==> src/rtl/writeback_regfile_segmented.sv <==
// writeback_regfile_segmented
//   Write-back stage of a RISC-V style pipeline combined with the integer
//   register file (x1..x31, x0 hard-wired to zero) and a retired-instruction
//   counter.
//
// Ports
//   clk             : single clock, all state updates on the rising edge
//   reset           : synchronous, active-high; clears registers and instret
//   wb_valid        : MEM/WB slot holds a real instruction (0 = bubble)
//   reg_write       : write rd this cycle
//   mem_to_reg      : select load data as the write-back value
//   jump_rd         : select link address (highest priority)
//   alu_result      : ALU result
//   data_memory_out : load data
//   pc_plus4        : link address for JAL/JALR
//   rd_addr         : destination register
//   rs1_addr/rs2_addr : decode-stage read addresses
//   rs1_data/rs2_data : combinational read data with write-through bypass
//   wb_data         : selected write-back value (combinational)
//   wb_en           : a register write is performed this cycle
//   instret         : count of retired instructions, wraps silently
module writeback_regfile_segmented #(
    parameter int DATA_W = 32,
    parameter int CNT_W  = 64
) (
    input  logic              clk,
    input  logic              reset,
    input  logic              wb_valid,
    input  logic              reg_write,
    input  logic              mem_to_reg,
    input  logic              jump_rd,
    input  logic [DATA_W-1:0] alu_result,
    input  logic [DATA_W-1:0] data_memory_out,
    input  logic [DATA_W-1:0] pc_plus4,
    input  logic [4:0]        rd_addr,
    input  logic [4:0]        rs1_addr,
    input  logic [4:0]        rs2_addr,
    output logic [DATA_W-1:0] rs1_data,
    output logic [DATA_W-1:0] rs2_data,
    output logic [DATA_W-1:0] wb_data,
    output logic              wb_en,
    output logic [CNT_W-1:0]  instret
);

    // x0 has no storage; only x1..x31 exist.
    logic [DATA_W-1:0] regs [1:31];

    always_comb begin
        if (jump_rd)
            wb_data = pc_plus4;
        else if (mem_to_reg)
            wb_data = data_memory_out;
        else
            wb_data = alu_result;
    end

    assign wb_en = wb_valid & reg_write & (rd_addr != 5'd0) & ~reset;

    always_ff @(posedge clk) begin
        if (reset) begin
            for (int unsigned i = 1; i <= 31; i++)
                regs[i] <= '0;
            instret <= '0;
        end else begin
            for (int unsigned i = 1; i <= 31; i++)
                if (wb_en && rd_addr == 5'(i))
                    regs[i] <= wb_data;
            if (wb_valid)
                instret <= instret + CNT_W'(1);
        end
    end

    // Read ports: zero for x0 and while reset is held (stored state may not
    // be cleared until the reset edge); otherwise bypass the in-flight write,
    // else the stored value.
    always_comb begin
        rs1_data = '0;
        rs2_data = '0;
        for (int unsigned i = 1; i <= 31; i++) begin
            if (rs1_addr == 5'(i))
                rs1_data = regs[i];
            if (rs2_addr == 5'(i))
                rs2_data = regs[i];
        end
        if (wb_en && rs1_addr == rd_addr)
            rs1_data = wb_data;
        if (wb_en && rs2_addr == rd_addr)
            rs2_data = wb_data;
        if (reset || rs1_addr == 5'd0)
            rs1_data = '0;
        if (reset || rs2_addr == 5'd0)
            rs2_data = '0;
    end

endmodule
==> config.mk <==
export PLATFORM = sky130hd
export DESIGN_NAME = writeback_regfile_segmented
export DESIGN_NICKNAME = d
export VERILOG_FILES = /design/src/rtl/writeback_regfile_segmented.sv
export SDC_FILE = /design/constraint.sdc
export NUM_CORES = 2
export LEC_CHECK = 0
export ABC_AREA = 1
export CAP_MARGIN = 10
export CORE_ASPECT_RATIO = 1.5
export CORE_MARGIN = 10
export CORE_UTILIZATION = 60
export CTS_BUF_LIST = sky130_fd_sc_hd__clkbuf_2
export DETAILED_ROUTE_END_ITERATION = 6
export PLACE_DENSITY = 0.88
export SYNTH_ARGS = -nofsm -noshare
export SYNTH_HDL_FRONTEND = slang
export SYNTH_SLANG_ARGS = --single-unit
==> constraint.sdc <==
create_clock -name clk -period 4.97 [get_ports clk]
set_input_delay 0.994 -clock clk [delete_from_list [all_inputs] [get_ports clk]]
set_output_delay 0.994 -clock clk [all_outputs]
set_load 0.02 [all_outputs]
# ---- Yosys cells after proc, flatten, opt, wreduce, memory -nomap -nowiden
# Memory sizes are Yosys's and may differ from the RTL's.
# Cells that the tools add are included.
dict set report op_classes {
  reduce_logical 38
  add_sub_neg 1
  muxes 194
  n_eq_ne 95
  bitwise 35
}
# cell n
set op_table {}
lappend op_table {{$mux 32} 99}
lappend op_table {{$eq 5x5->1 const B} 48}
lappend op_table {{$eq 5x4->1 const B} 24}
lappend op_table {{$mux 1} 95}
lappend op_table {{$add 64x1->64 const B} 1}
lappend op_table {{$eq 5x3->1 const B} 12}
lappend op_table {{$logic_and 1x1->1} 33}
lappend op_table {{$or 1x1->1} 31}
lappend op_table {{$eq 5x2->1 const B} 6}
lappend op_table {{$eq 5x1->1 const B} 3}
lappend op_table {{$eq 5x5->1} 2}
lappend op_table {{$logic_not 5->1} 2}
lappend op_table {{$reduce_bool 5->1} 1}
lappend op_table {{$and 1x1->1} 3}
lappend op_table {{$logic_or 1x1->1} 2}
lappend op_table {{$not 1->1} 1}
dict set report totals {
  register_bits 64
  out_inout_bits 161
  inputBits 117
  n_memories 1
  mem_bits_rw 992
  wordCells 365
}
# name depth word_bits read_ports rd_clocked_by_memory_dff wr line
set memory_table {}
lappend memory_table {regs 31 32 31 0 31 46} ;# logic [DATA_W-1:0] regs [1:31];

# ---- Logic depth before layout (Yosys ltp)
dict set report depth {
  word_depth 34
  ltp_mapped 26
  ltp_nobuf 24
}

# ---- Least setup slack after synthesis
# No wires, ideal clock.
dict set report synth_timing {
  kind {input port to output port}
  from {input rs2_addr[2]}
  to {output rs2_data[4]}
  path_stages 18
  setup_slack_ps 819
  required_time_ps 3976
  t_arrival_ps 3157
  path_cell_list {buf_4 > nor2_1 > buf_2 > buf_2 > nand2_1 > nor2_1 > buf_2 > clkbuf_1 > nand2_1 > nand4_1 > nor2_1 > nand4_1 > nand2_1 > nand3_1 > nand2_1 > nand4_1 > nand2_1 > a21oi_1}
}
dict set report synth_via {
  elab_chain_cells 34
}
# element line
set synth_lines {}
lappend synth_lines {{start: declaration} 37} ;# input logic [4:0] rs2_addr,
lappend synth_lines {{$eq 5x1->1} 82} ;# if (rs2_addr == 5'(i))
lappend synth_lines {{$mux 32 (31 in a row)} 82}
lappend synth_lines {{$mux 32} 87} ;# if (wb_en && rs2_addr == rd_addr)
lappend synth_lines {{$mux 32 (*)} 91} ;# if (reset || rs2_addr == 5'd0)
lappend synth_lines {{end: declaration} 39} ;# output logic [DATA_W-1:0] rs2_data,
# Mark *: on every way between the ends. The rest lies on a longest branch, timed or not.

==> reports/results.tsv <==
stage	metric	value	unit
run_status	status	complete, but fails checks	
run_status	failing checks	design-rule violations, negative setup slack	
yosys	Syn Area/Cell	8.04	um^2
setup_path	WS Path Type	reg2out	
sta	Slew HR	0.122	
setup_path	slowest CP cell	edfxtp_1	
sta	fin. max-slew vios	0	
sta	Fin Clk Skew	0.123	ns
layout	final core occ	0.743	
placement	hpwl dp	174000	um
floorplan	Rows	137	
yosys	Post-Synth Adder-Cell Area	0.000223	
yosys	register area share after synthesis	0.554	
floorplan	Starting Density	0.604	
global_routing	GRT Resource Usage Total	0.445	
sta	final worst slack	-1.44	ns
setup_path	cell mode on critical path	nand4_1	
setup_path	CP endpoint	rs1_data[28]	
yosys	multiplexer share of the synthesized area	0	
yosys	top cells by area, synth	edfxtp_1, nand2_1, nor2_1	
floorplan	die area	106000	um^2
floorplan	num ports	278	
pwr	Leakage	27.6	nW
yosys	syn nets	7093	
placement	Port Buffers	277	
hold_path	type of the most critical hold path	in2reg	
setup_path	worst-path maximum fanout	2	
pwr	Tot Pwr	19.6	mW
global_routing	vias in the first global route	55200	
layout	# nets final	7833	
clocking	clk_lat worst skew	1.80	ns
setup_path	critical path arrival	5.41	ns
clocking	CTS buffer count	235	
clocking	clock-pin slew on the worst setup and hold paths	0.11	ns
global_routing	initial antenna violation count	12	
yosys	leading area contributor after synthesis	edfxtp_1	
clocking	CTS tree	yes	
clocking	Clock Sink Count	1056	
global_routing	first-pass GRT wire length	350000	um
yosys	synthesis-stage register bit count	1056	
placement	pre-CTS setup slack	-1.55	ns
yosys	complex-gate fraction of the synthesized area	0.0431	
detailed_routing	via density per instance	6.23	
yosys	Post-synth ARST share	0	
job	max_cap viols	0	
yosys	YS warnings	0	
placement	DP Area	64700	um^2
yosys	Cells after Synth	6975	
layout	Final Cell Area	69000	um^2
yosys	Synth Area in Simple Gates	0.328	
clocking	CTS HTree Levels	4	
setup_path	R2R depth	18	
placement	gp weighted congestion	1.14	
yosys	Netlist cell types	47	
sta	RSZ-0062 raised after global routing	true	
detailed_routing	Avg WL per Cell	26.6	um
floorplan	Die W	270	um
yosys	Synth Flop Type	edfxtp_1	
floorplan	CORE AREA	92900	um^2
layout	P&R area growth vs syn	23.0	%
setup_path	crit-path max cell delay	0.58	ns
clocking	CTS root buf	clkbuf_2	
floorplan	die height	394	um
setup_path	Crit Reg-Reg Startpoint	instret[0]$_SDFFE_PP0P_	
detailed_routing	initial DRC count	9069	
layout	multi-input gate area in the final layout	22800	um^2
yosys	largest family of logic cells by synthesized area	simple AND/OR/NAND/NOR gates	
layout	share of cells above drive strength 1	0.218	
setup_path	Worst EP required	3.98	ns
setup_path	reg2reg end	instret[58]$_SDFFE_PP0P_	
sta	Tcrit/Tclk final	1.29	
sta	Period minus WS final	6.41	ns
setup_path	kind of end point of the critical path	output pin	
sta	Fmax	0.156	GHz
layout	# fillers	6907	
yosys	area of the mapped netlist	56100	um^2
sta	Setup-failing EPs final	64	
pwr	areal power density over the cells	284	nW/um^2
yosys	xor/xnor share of the synthesized area	0.00187	
global_routing	global route overflow	0	
setup_path	Setup crit start	regs[0][60]$_SDFFCE_PN0P_	
detailed_routing	first drt pass iteration count	7	
yosys	Synth top area share	0.531	
sta	Hold Vio Cnt, Final	0	
clocking	clk buf depth	3	
setup_path	R2R Setup Slk	1.48	ns
yosys	Post-synth EDFFs	992	
layout	Register Area	31100	um^2
setup_path	Critical Path Start Type	flip-flop	
detailed_routing	DR vias	57200	
detailed_routing	# DRC	7	
detailed_routing	final antenna-violating net count	0	
detailed_routing	Post-Route WL	244000	um
global_routing	largest net degree at the start of global routing	50	
setup_path	CP Cell Sequence	nand2_1 > nand2_2 > nor2_4 > nand4_1 > nand2_1 > nand4_1 > nor2_1 > nand4_1 > nor2_1 > nand4_1 > nand2_1 > nand3_1 > nand2_2 > nand4_1 > nor2_2 > nand4_1 > nand2_1 > a21oi_1 > buf_2	
pwr	Worst VDD drop	0.263	mV
sta	hold_ws	0.364	ns
sta	Slew @ Worst Pin	1.30	ns
[layer usage]
| metal | global-route usage | vias up | share of wire |
|---|---|---|---|
| met1 | 0.464 | 26100 | 0.29 |
| met3 | 0.119 | 1576 | 0.12 |
| met5 | 0.000907 | - | 0.00020 |
| met2 | 0.725 | 5082 | 0.46 |
| li1 | - | 24400 | - |
| met4 | 0.414 | 8 | 0.12 |
[repair_timing]
| item | 4_1_cts | 5_1_grt |
|---|---|---|
| pin swaps | 472 | 565 |
| hold buffers | 2 | 0 |
| hold endpoints to repair | 7 | 0 |
| resized for setup | 693 | 217 |
| setup buffers | 20 | 13 |
| setup endpoints to repair | 64 | 64 |
[layout make-up]
type                       instances  share of cell area
antenna                           17            0.000617
clock buffer                     328              0.0238
sequential                      1056               0.450
clock inverter                    98             0.00996
multi-input combinational       4856               0.331
timing repair buffer             944               0.128
inverter                         622              0.0340
tap                             1251              0.0227
[Yosys cell counts, types with 5 or more instances]
cell type	n
nand2_1	1818
nor2_1	1760
edfxtp_1	992
inv_1	597
nand4_1	460
clkbuf_1	380
a21oi_1	214
o21ai_0	184
nand3_1	145
or2_2	112
dfxtp_1	64
buf_2	42
nor3_1	41
o211ai_1	32
inv_2	17
nor4_1	15
xor2_1	11
buf_1	10
nor2_2	9
o21a_1	8
buf_4	7
clkinv_1	7
a31oi_1	5
o2111ai_1	5
[worst max-delay path: cells and delay by family (launching register included)]
family / cells / cell delay [ns]
simple gates: 17 / 2.75
flops: 1 / 0.58
buf+inv: 1 / 0.17
compound gates: 1 / 0.10
[layout by cell type, fill, tap and decap left out, drive strengths merged, types with 2 or more instances in the layout]
master | Yosys | final
buf | 60 | 729
o2111ai | 5 | 5
a21oi | 214 | 214
clkdlybuf4s50 | 0 | 205
nor3b | 4 | 4
o21a | 8 | 8
nand4 | 463 | 463
or2 | 115 | 115
a211oi | 3 | 3
bufinv | 0 | 10
diode | 0 | 17
o21ai | 184 | 184
nand2 | 1820 | 1820
clkinv | 7 | 89
a31oi | 5 | 5
clkbuf | 381 | 329
xor2 | 11 | 11
o211ai | 32 | 32
dlymetal6s2s | 0 | 2
edfxtp | 992 | 992
nand3 | 147 | 147
nor4 | 16 | 16
dlygate4sd3 | 0 | 2
inv | 615 | 620
dfxtp | 64 | 64
o21bai | 3 | 3
nor3 | 47 | 47
dlygate4sd2 | 0 | 5
nor2 | 1773 | 1773
[state kept, by name, indices dropped and copies added, names as in the netlist]
register	count
regs	992
instret	64
[worst min-delay path by stage]
stage | startpoint | to | slack (ns) | cells past startpoint
4_1_cts | pc_plus4[14] | regs[0][78]$_SDFFCE_PN0P_ | 0.26 | 5
5_1_grt | pc_plus4[14] | regs[0][78]$_SDFFCE_PN0P_ | 0.35 | 5
3_5_place_dp | instret[63]$_SDFFE_PP0P_ | instret[63]$_SDFFE_PP0P_ | 0.45 | 1
3_3_place_gp | instret[63]$_SDFFE_PP0P_ | instret[63]$_SDFFE_PP0P_ | 0.44 | 1
2_1_floorplan | instret[63]$_SDFFE_PP0P_ | instret[63]$_SDFFE_PP0P_ | 0.52 | 1
6_report | pc_plus4[14] | regs[0][78]$_SDFFCE_PN0P_ | 0.36 | 5
[where the power goes]
group / internal, mW / switching [mW] / leakage (nW) / total [mW]
Clock: 2.35 / 3.65 / 1.70 / 6.00
Combinational: 0.931 / 2.30 / 16.0 / 3.23
Sequential: 10.1 / 0.250 / 9.94 / 10.4
[metrics by stage]
| step | cells | TNS [ns] |
|---|---|---|
| floorplan | 6975 | 0 |
| global placement | 8712 | -74.98 |
| detailed placement | 8712 | -76.61 |
| CTS | 9147 | -54.69 |
| global route | 9162 | -62.60 |
| finish | 9172 | -57.61 |
[cells by family after synthesis]
family / Yosys count
AND/OR/NAND/NOR: 4389
buffers and inverters: 1063
XOR/XNOR: 12
adder cells (fa/ha/maj): 1
flip-flops: 1056
AO/OA/AOI/OAI: 454
(Power assumes the default switching activity.)
